$ cat src/rtl/instr_encoder_if.sv
// Field-bundle handshake plus instruction-memory write port of instr_encoder.
interface instr_encoder_if #(
  parameter int unsigned ADDR_W = 8
);
  logic              in_valid;
  logic              in_ready;
  logic [3:0]        in_kind;
  logic [2:0]        in_funct3;
  logic [6:0]        in_funct7;
  logic [4:0]        in_rd;
  logic [4:0]        in_rs1;
  logic [4:0]        in_rs2;
  logic [31:0]       in_imm;
  logic              in_last;
  logic              clear;
  logic              imem_we;
  logic [ADDR_W-1:0] imem_addr;
  logic [31:0]       imem_wdata;
  logic              done;
  logic [ADDR_W:0]   count;
  logic              err;

  modport master (
    output in_valid, in_kind, in_funct3, in_funct7, in_rd, in_rs1, in_rs2, in_imm, in_last,
    output clear,
    input  in_ready, imem_we, imem_addr, imem_wdata, done, count, err
  );

  modport slave (
    input  in_valid, in_kind, in_funct3, in_funct7, in_rd, in_rs1, in_rs2, in_imm, in_last,
    input  clear,
    output in_ready, imem_we, imem_addr, imem_wdata, done, count, err
  );
endinterface

$ cat src/rtl/instr_encoder.sv
// RV32I field-bundle encoder that writes packed words to consecutive imem addresses.
// Define INSTR_ENC_CHECK_EN to reject out-of-range fields and raise the sticky err flag.
module instr_encoder #(
  parameter int unsigned DEPTH  = 256,
  parameter int unsigned ADDR_W = 8
) (
  input logic            clk,
  input logic            rst_n,
  instr_encoder_if.slave bus_io
);

  localparam logic [ADDR_W:0] LastCnt = (ADDR_W+1)'(DEPTH - 1);

  typedef enum logic [1:0] {StIdle, StWrite, StDone} state_e;

  state_e            state_q, state_d;
  logic              we_q, we_d;
  logic [31:0]       wdata_q, wdata_d;
  logic [ADDR_W-1:0] ptr_q, ptr_d;
  logic [ADDR_W:0]   count_q, count_d;
  logic              last_q, last_d;
  logic              done_q, done_d;
  logic              err_q, err_d;

  logic        in_ready, accept, enc_err;
  logic [31:0] enc_word, imm;
  logic [2:0]  f3;
  logic [6:0]  f7;
  logic [4:0]  rd, rs1, rs2;

  assign imm = bus_io.in_imm;
  assign f3  = bus_io.in_funct3;
  assign f7  = bus_io.in_funct7;
  assign rd  = bus_io.in_rd;
  assign rs1 = bus_io.in_rs1;
  assign rs2 = bus_io.in_rs2;
  assign accept = bus_io.in_valid & in_ready;

  always_comb begin
    enc_word = 32'h0000_0013;
    case (bus_io.in_kind)
      4'd0: enc_word = {f7, rs2, rs1, f3, rd, 7'b0110011};
      4'd1: begin
        if (f3 == 3'b001 || f3 == 3'b101) enc_word = {f7, imm[4:0], rs1, f3, rd, 7'b0010011};
        else                              enc_word = {imm[11:0], rs1, f3, rd, 7'b0010011};
      end
      4'd2: enc_word = {imm[11:0], rs1, f3, rd, 7'b0000011};
      4'd3: enc_word = {imm[11:5], rs2, rs1, f3, imm[4:0], 7'b0100011};
      4'd4: enc_word = {imm[12], imm[10:5], rs2, rs1, f3, imm[4:1], imm[11], 7'b1100011};
      4'd5: enc_word = {imm[11:0], rs1, 3'b000, rd, 7'b1100111};
      4'd6: enc_word = {imm[20], imm[10:1], imm[11], imm[19:12], rd, 7'b1101111};
      4'd7: enc_word = {imm[31:12], rd, 7'b0110111};
      4'd8: enc_word = {imm[31:12], rd, 7'b0010111};
      default: enc_word = 32'h0000_0013;
    endcase
  end

`ifdef INSTR_ENC_CHECK_EN
  logic sx12, sx13, sx21;
  assign sx12 = (imm[31:11] == '0) || (imm[31:11] == '1);
  assign sx13 = (imm[31:12] == '0) || (imm[31:12] == '1);
  assign sx21 = (imm[31:20] == '0) || (imm[31:20] == '1);

  always_comb begin
    enc_err = 1'b1;
    case (bus_io.in_kind)
      4'd0:             enc_err = 1'b0;
      4'd1: begin
        if (f3 == 3'b001 || f3 == 3'b101) enc_err = (imm[31:5] != '0);
        else                              enc_err = ~sx12;
      end
      4'd2, 4'd3, 4'd5: enc_err = ~sx12;
      4'd4:             enc_err = ~sx13 | imm[0];
      4'd6:             enc_err = ~sx21 | imm[0];
      4'd7, 4'd8:       enc_err = (imm[11:0] != '0);
      default:          enc_err = 1'b1;
    endcase
  end
`else
  assign enc_err = 1'b0;
`endif

  always_ff @(posedge clk or negedge rst_n) begin
    if (!rst_n) state_q <= StIdle;
    else        state_q <= state_d;
  end

  always_comb begin
    state_d = state_q;
    unique case (state_q)
      StIdle: begin
        if (accept) begin
          if (!enc_err)                 state_d = StWrite;
          else if (bus_io.in_last)      state_d = StDone;
        end
      end
      StWrite: state_d = (last_q || count_q == LastCnt) ? StDone : StIdle;
      StDone:  state_d = StDone;
      default: state_d = StIdle;
    endcase
    if (bus_io.clear) state_d = StIdle;
  end

  always_comb begin
    in_ready = (state_q == StIdle) & ~bus_io.clear;
    we_d     = 1'b0;
    wdata_d  = wdata_q;
    ptr_d    = ptr_q;
    count_d  = count_q;
    last_d   = last_q;
    err_d    = err_q;
    if (accept) begin
      last_d = bus_io.in_last;
      if (enc_err) begin
        err_d = 1'b1;
      end else begin
        we_d    = 1'b1;
        wdata_d = enc_word;
      end
    end
    // Pointer holds at the last word once full; only clear brings it back to 0.
    if (state_q == StWrite) begin
      count_d = count_q + 1'b1;
      if (count_q != LastCnt) ptr_d = ptr_q + 1'b1;
    end
    if (bus_io.clear) begin
      ptr_d   = '0;
      count_d = '0;
      err_d   = 1'b0;
    end
    done_d = (state_d == StDone);
  end

  always_ff @(posedge clk or negedge rst_n) begin
    if (!rst_n) begin
      we_q    <= 1'b0;
      wdata_q <= '0;
      ptr_q   <= '0;
      count_q <= '0;
      last_q  <= 1'b0;
      done_q  <= 1'b0;
      err_q   <= 1'b0;
    end else begin
      we_q    <= we_d;
      wdata_q <= wdata_d;
      ptr_q   <= ptr_d;
      count_q <= count_d;
      last_q  <= last_d;
      done_q  <= done_d;
      err_q   <= err_d;
    end
  end

  assign bus_io.in_ready   = in_ready;
  assign bus_io.imem_we    = we_q;
  assign bus_io.imem_addr  = ptr_q;
  assign bus_io.imem_wdata = wdata_q;
  assign bus_io.done       = done_q;
  assign bus_io.count      = count_q;
  assign bus_io.err        = err_q;

endmodule

$ cat src/flat_wrapper.sv
// flat-port wrapper written by rule: the top's interface ports become plain ports
module instr_encoder_flat 
#(
  parameter int unsigned DEPTH  = 256,
  parameter int unsigned ADDR_W = 8
)
  (clk, rst_n, bus_io_in_valid, bus_io_in_kind, bus_io_in_funct3, bus_io_in_funct7, bus_io_in_rd, bus_io_in_rs1, bus_io_in_rs2, bus_io_in_imm, bus_io_in_last, bus_io_clear, bus_io_in_ready, bus_io_imem_we, bus_io_imem_addr, bus_io_imem_wdata, bus_io_done, bus_io_count, bus_io_err);
  instr_encoder_if #(.ADDR_W(ADDR_W)) bus_io_i ();
  input logic clk;
  input logic rst_n;
  input wire logic [$bits(bus_io_i.in_valid)-1:0] bus_io_in_valid;
  input wire logic [$bits(bus_io_i.in_kind)-1:0] bus_io_in_kind;
  input wire logic [$bits(bus_io_i.in_funct3)-1:0] bus_io_in_funct3;
  input wire logic [$bits(bus_io_i.in_funct7)-1:0] bus_io_in_funct7;
  input wire logic [$bits(bus_io_i.in_rd)-1:0] bus_io_in_rd;
  input wire logic [$bits(bus_io_i.in_rs1)-1:0] bus_io_in_rs1;
  input wire logic [$bits(bus_io_i.in_rs2)-1:0] bus_io_in_rs2;
  input wire logic [$bits(bus_io_i.in_imm)-1:0] bus_io_in_imm;
  input wire logic [$bits(bus_io_i.in_last)-1:0] bus_io_in_last;
  input wire logic [$bits(bus_io_i.clear)-1:0] bus_io_clear;
  output wire logic [$bits(bus_io_i.in_ready)-1:0] bus_io_in_ready;
  output wire logic [$bits(bus_io_i.imem_we)-1:0] bus_io_imem_we;
  output wire logic [$bits(bus_io_i.imem_addr)-1:0] bus_io_imem_addr;
  output wire logic [$bits(bus_io_i.imem_wdata)-1:0] bus_io_imem_wdata;
  output wire logic [$bits(bus_io_i.done)-1:0] bus_io_done;
  output wire logic [$bits(bus_io_i.count)-1:0] bus_io_count;
  output wire logic [$bits(bus_io_i.err)-1:0] bus_io_err;
  assign bus_io_i.in_valid = bus_io_in_valid;
  assign bus_io_i.in_kind = bus_io_in_kind;
  assign bus_io_i.in_funct3 = bus_io_in_funct3;
  assign bus_io_i.in_funct7 = bus_io_in_funct7;
  assign bus_io_i.in_rd = bus_io_in_rd;
  assign bus_io_i.in_rs1 = bus_io_in_rs1;
  assign bus_io_i.in_rs2 = bus_io_in_rs2;
  assign bus_io_i.in_imm = bus_io_in_imm;
  assign bus_io_i.in_last = bus_io_in_last;
  assign bus_io_i.clear = bus_io_clear;
  assign bus_io_in_ready = bus_io_i.in_ready;
  assign bus_io_imem_we = bus_io_i.imem_we;
  assign bus_io_imem_addr = bus_io_i.imem_addr;
  assign bus_io_imem_wdata = bus_io_i.imem_wdata;
  assign bus_io_done = bus_io_i.done;
  assign bus_io_count = bus_io_i.count;
  assign bus_io_err = bus_io_i.err;
  instr_encoder #(.DEPTH(DEPTH), .ADDR_W(ADDR_W)) u_core (.clk(clk), .rst_n(rst_n), .bus_io(bus_io_i));
endmodule
$ cat config.mk
export PLATFORM = sky130hd
export DESIGN_NAME = instr_encoder_flat
export DESIGN_NICKNAME = d
export VERILOG_FILES = /design/src/rtl/instr_encoder_if.sv /design/src/rtl/instr_encoder.sv /design/src/flat_wrapper.sv
export SDC_FILE = /design/constraint.sdc
export NUM_CORES = 1
export LEC_CHECK = 0
export BUFFER_PORTS_ARGS = -buffer_cell sky130_fd_sc_hd__buf_4
export CAP_MARGIN = 0
export CORE_UTILIZATION = 49
export CTS_CLUSTER_SIZE = 8
export DETAILED_ROUTE_END_ITERATION = 10
export PLACE_DENSITY = 0.87
export SETUP_SLACK_MARGIN = 0.2
export SYNTH_ARGS = -nofsm -noshare
export SYNTH_HDL_FRONTEND = slang
export SYNTH_SLANG_ARGS = --single-unit
$ cat constraint.sdc
create_clock -name clk -period 2 [get_ports clk]
set_input_delay 0 -clock clk [delete_from_list [all_inputs] [get_ports clk]]
set_output_delay 0 -clock clk [all_outputs]
set_load 0.1 [all_outputs]
==> impl_summary.log <==
[metrics] horizontal extent of the die: 80.1 microns
[metrics] async set-or-reset flop fraction in the synthesized netlist: 1.00
[metrics] Max transition margin: 0.550
[metrics] nets@finish: 527
[metrics] placed instance count: 499
[metrics] reported leakage power: 0.00201 uW
[metrics] dominant delay contributor by cell family on the critical path: simple AND/OR/NAND/NOR gates
[metrics] Most used DFF post-synth: dfrtp_1
[metrics] PnR worst setup slack: 258 ps
[metrics] crit path time final: 1740 ps
[metrics] total routing resource utilization after global routing: 0.281
[metrics] ANT nets after route: 0
[metrics] RSZ-0062 raised after global routing: false
[metrics] number of buffers inserted during clock tree synthesis: 5
[metrics] detailed-route wire length: 8950 microns
[metrics] filler cell count in the final layout: 448
[metrics] Most common cell on crit path: nor2_1
[metrics] total via count in the routed design: between 3,000 and 4,000
[metrics] minimum setup slack after placement: 168 ps
[metrics] clk_lat worst skew: 300 ps
[metrics] Post-Layout Cell Count: between 500 and 600
[metrics] detailed-route vias per instance: 5.86
[metrics] buffer depth of the longest clock path: 2
[metrics] share of post-route cells with drive strength above 1: 0.355
[metrics] clock skew: 5.35 ps
[metrics] result of the run: finished, final reports clean
[metrics] Worst VDD drop: 0.441 mV
[metrics] number of antenna violations at the first check in global routing: 0
[metrics] post-CTS clock slew at the launch and capture registers of the worst setup and hold paths: 90 ps
[metrics] maximum clock frequency: 574 MHz
[metrics] most frequent standard cell in the layout excluding fill and tap cells: buf_4
[metrics] Routability Congestion: 0.798
[metrics] starting density of the core: 0.508
[metrics] core region area: 5890 sq um
[metrics] Netlist Area Pre-Place: 2990 sq um
[metrics] crit end category: register
[metrics] final core utilization: 0.734
[metrics] Critical Path Max Stage Delay: 370 ps
[metrics] total of flip-flops plus latches after synthesis: 53
[metrics] MaxCap Viol Count: 0
[metrics] CTS tree: yes
[metrics] overall die area: 6420 sq um
[metrics] violation count after the first detailed-routing iteration: 154
[metrics] remaining global-route overflow: 0
[metrics] ant diodes: 0
[metrics] start-to-end type of the worst setup path: reg -> reg
[metrics] number of H-tree levels: 2
[metrics] nature of the critical path startpoint: register
[metrics] Avg Synthesized Cell Area: 9.28 sq um
[metrics] maximum number of pins on one net before global-route repair: 54
[metrics] internal reg-to-reg setup slack: 260 ps
[metrics] root buf cell: clkbuf_8
[metrics] areal power density over the cells: 823 nW/um^2
[metrics] number of synthesized flops with an enable pin: 0
[metrics] worst-path cell chain: and3_4 > nand2_2 > nor2_1 > ha_2 > nor3b_2 > buf_4 > o2111ai_1 > xor2_1 > nor2_1
[metrics] top-level I/O count: 119
[metrics] overall die height: 80.1 microns
[metrics] Tcrit/Tclk final: 0.871
[metrics] number of nets in the synthesized netlist: between 300 and 400
[metrics] arrival time at the worst endpoint: 1930 ps
[metrics] Syn. warnings: 0
[metrics] # clock sinks: 53
[metrics] number of setup violations in the final report: 0
[metrics] share of synthesized area occupied by flip-flops and latches: 0.444
[metrics] Req. time, crit path: 2190 ps
[metrics] count of pins over their slew limit: 0
[metrics] Site Rows: 28
[metrics] pin slew with the least headroom to its limit: 675 ps
[metrics] final routed DRC violation total: 0
[metrics] half-perimeter wire length of the detailed placement result: approximately 6000 microns
[metrics] kind of path behind the tightest hold check: in -> reg
[metrics] leading cell types in the layout, fill and taps excluded: 130 x buf_4, 47 x dfrtp_1, 40 x nand2_1
[metrics] port buffer count: 117
[metrics] CP max FO: 8
[metrics] Mapped Cells: 322
[metrics] length of the first detailed-routing pass in iterations: 5
[metrics] setup_tns: 0 ps
[metrics] via count of the first global-routing pass: 2,919
[metrics] wire length per cell after detailed routing: 16.8 microns
[metrics] wire length of the first global-routing pass: 14,000 microns
[metrics] Syn-to-layout area delta: 44.5%
[metrics] final number of hold-violating endpoints: 0
[metrics] slowest cell on the critical path: dfrtp_2
[metrics] sum of buffers and inverters on the critical path: 1
[metrics] number of different library cells in the post-synthesis netlist: 47
power by group:
part           switching, uW  internal [uW]  leakage [uW]
sequential              71.8           1180      0.000681
combinational           1150            389       0.00127
clock                    355            407     0.0000574
through the flow:
step           area, sq um  hold WS [ps]  power, uW
2_1_floorplan         3020          -296       2360
3_3_place_gp          3920          78.6       2740
3_5_place_dp          3920          83.9       2760
4_1_cts               4290          1.06       3550
5_1_grt               4320          2.23       3670
6_report              4320          3.57       3550
repair_timing:
action | CTS | global route
resized for setup | 3 | 4
pin swaps | 2 | 3
setup endpoints to repair | 5 | 6
setup buffers | 5 | 1
hold buffers | 21 | 0
hold endpoints to repair | 69 | 0
synth_stat cells (8+ instances only):
cell | count | share of area
dfrtp_1 | 53 | 0.44
nor2_1 | 37 | 0.046
a221oi_1 | 9 | 0.026
mux2i_1 | 11 | 0.037
nand3_1 | 17 | 0.028
buf_2 | 8 | 0.013
nand2_1 | 42 | 0.053
xor2_1 | 11 | 0.032
a22oi_1 | 10 | 0.025
nor2b_1 | 9 | 0.019
clkbuf_1 | 9 | 0.011
a21oi_1 | 14 | 0.023
state kept, by name, indices dropped and copies added (netlist names):
name	count
u_core.bus_io.count	9
u_core.bus_io.done	1
u_core.bus_io.imem_addr	8
u_core.bus_io.imem_wdata	31
u_core.bus_io.imem_we	1
u_core.last_q	1
u_core.state_q	2
worst min-delay path, stage by stage:
cell and delay [ps]:
buf_4 80, nand2_1 40, o221ai_1 150
worst paths after layout:
path                                              from                            to  cells after the start
hold reg to reg            u_core.bus_io.imem_wdata[6]   u_core.bus_io.imem_wdata[6]                      2
hold / removal                        bus_io_in_imm[9]  u_core.bus_io.imem_wdata[29]                      3
setup / recovery                u_core.bus_io.count[5]    u_core.bus_io.imem_addr[5]                      9
min in group asynchronous                        rst_n    u_core.bus_io.imem_addr[6]                      2
setup reg to reg                u_core.bus_io.count[5]    u_core.bus_io.imem_addr[5]                      9
max in group asynchronous                        rst_n        u_core.bus_io.count[2]                      2
area by class of cell:
class,count,area [sq um],share of cell area
Clock buffer,6,82.6,0.0191
Sequential cell,53,1330,0.309
Timing Repair Buffer,151,1190,0.275
Multi-Input combinational cell,241,1560,0.362
Tap cell,75,93.8,0.0217
Clock inverter,2,37.5,0.00869
Inverter,6,22.5,0.00521
metal layers:
| metal | up-vias | routed length, microns | global-route usage | part of all wire |
|---|---|---|---|---|
| met2 | 141 | 4650 | 0.503 | 0.52 |
| met1 | 1534 | 3640 | 0.355 | 0.41 |
| met5 | - | 0 | 0 | 0 |
| met4 | 0 | 147 | 0.0696 | 0.016 |
| li1 | 1435 | - | - | - |
| met3 | 19 | 518 | 0.0386 | 0.058 |
logic make-up (layout without fill, tap and decap cells):
family,count (synthesis),in the layout,share of synthesized area
buffers and inverters,28,165,0.0473
DFF,53,53,0.444
xor gates and xnor gates,14,14,0.0410
muxes,14,14,0.0481
adders and majority gates,3,3,0.0126
other,1,1,0.00125
and+or+nand+nor,127,127,0.201
AOI/OAI and AO/OA,82,82,0.205
Power figures use the tool's default switching activity.
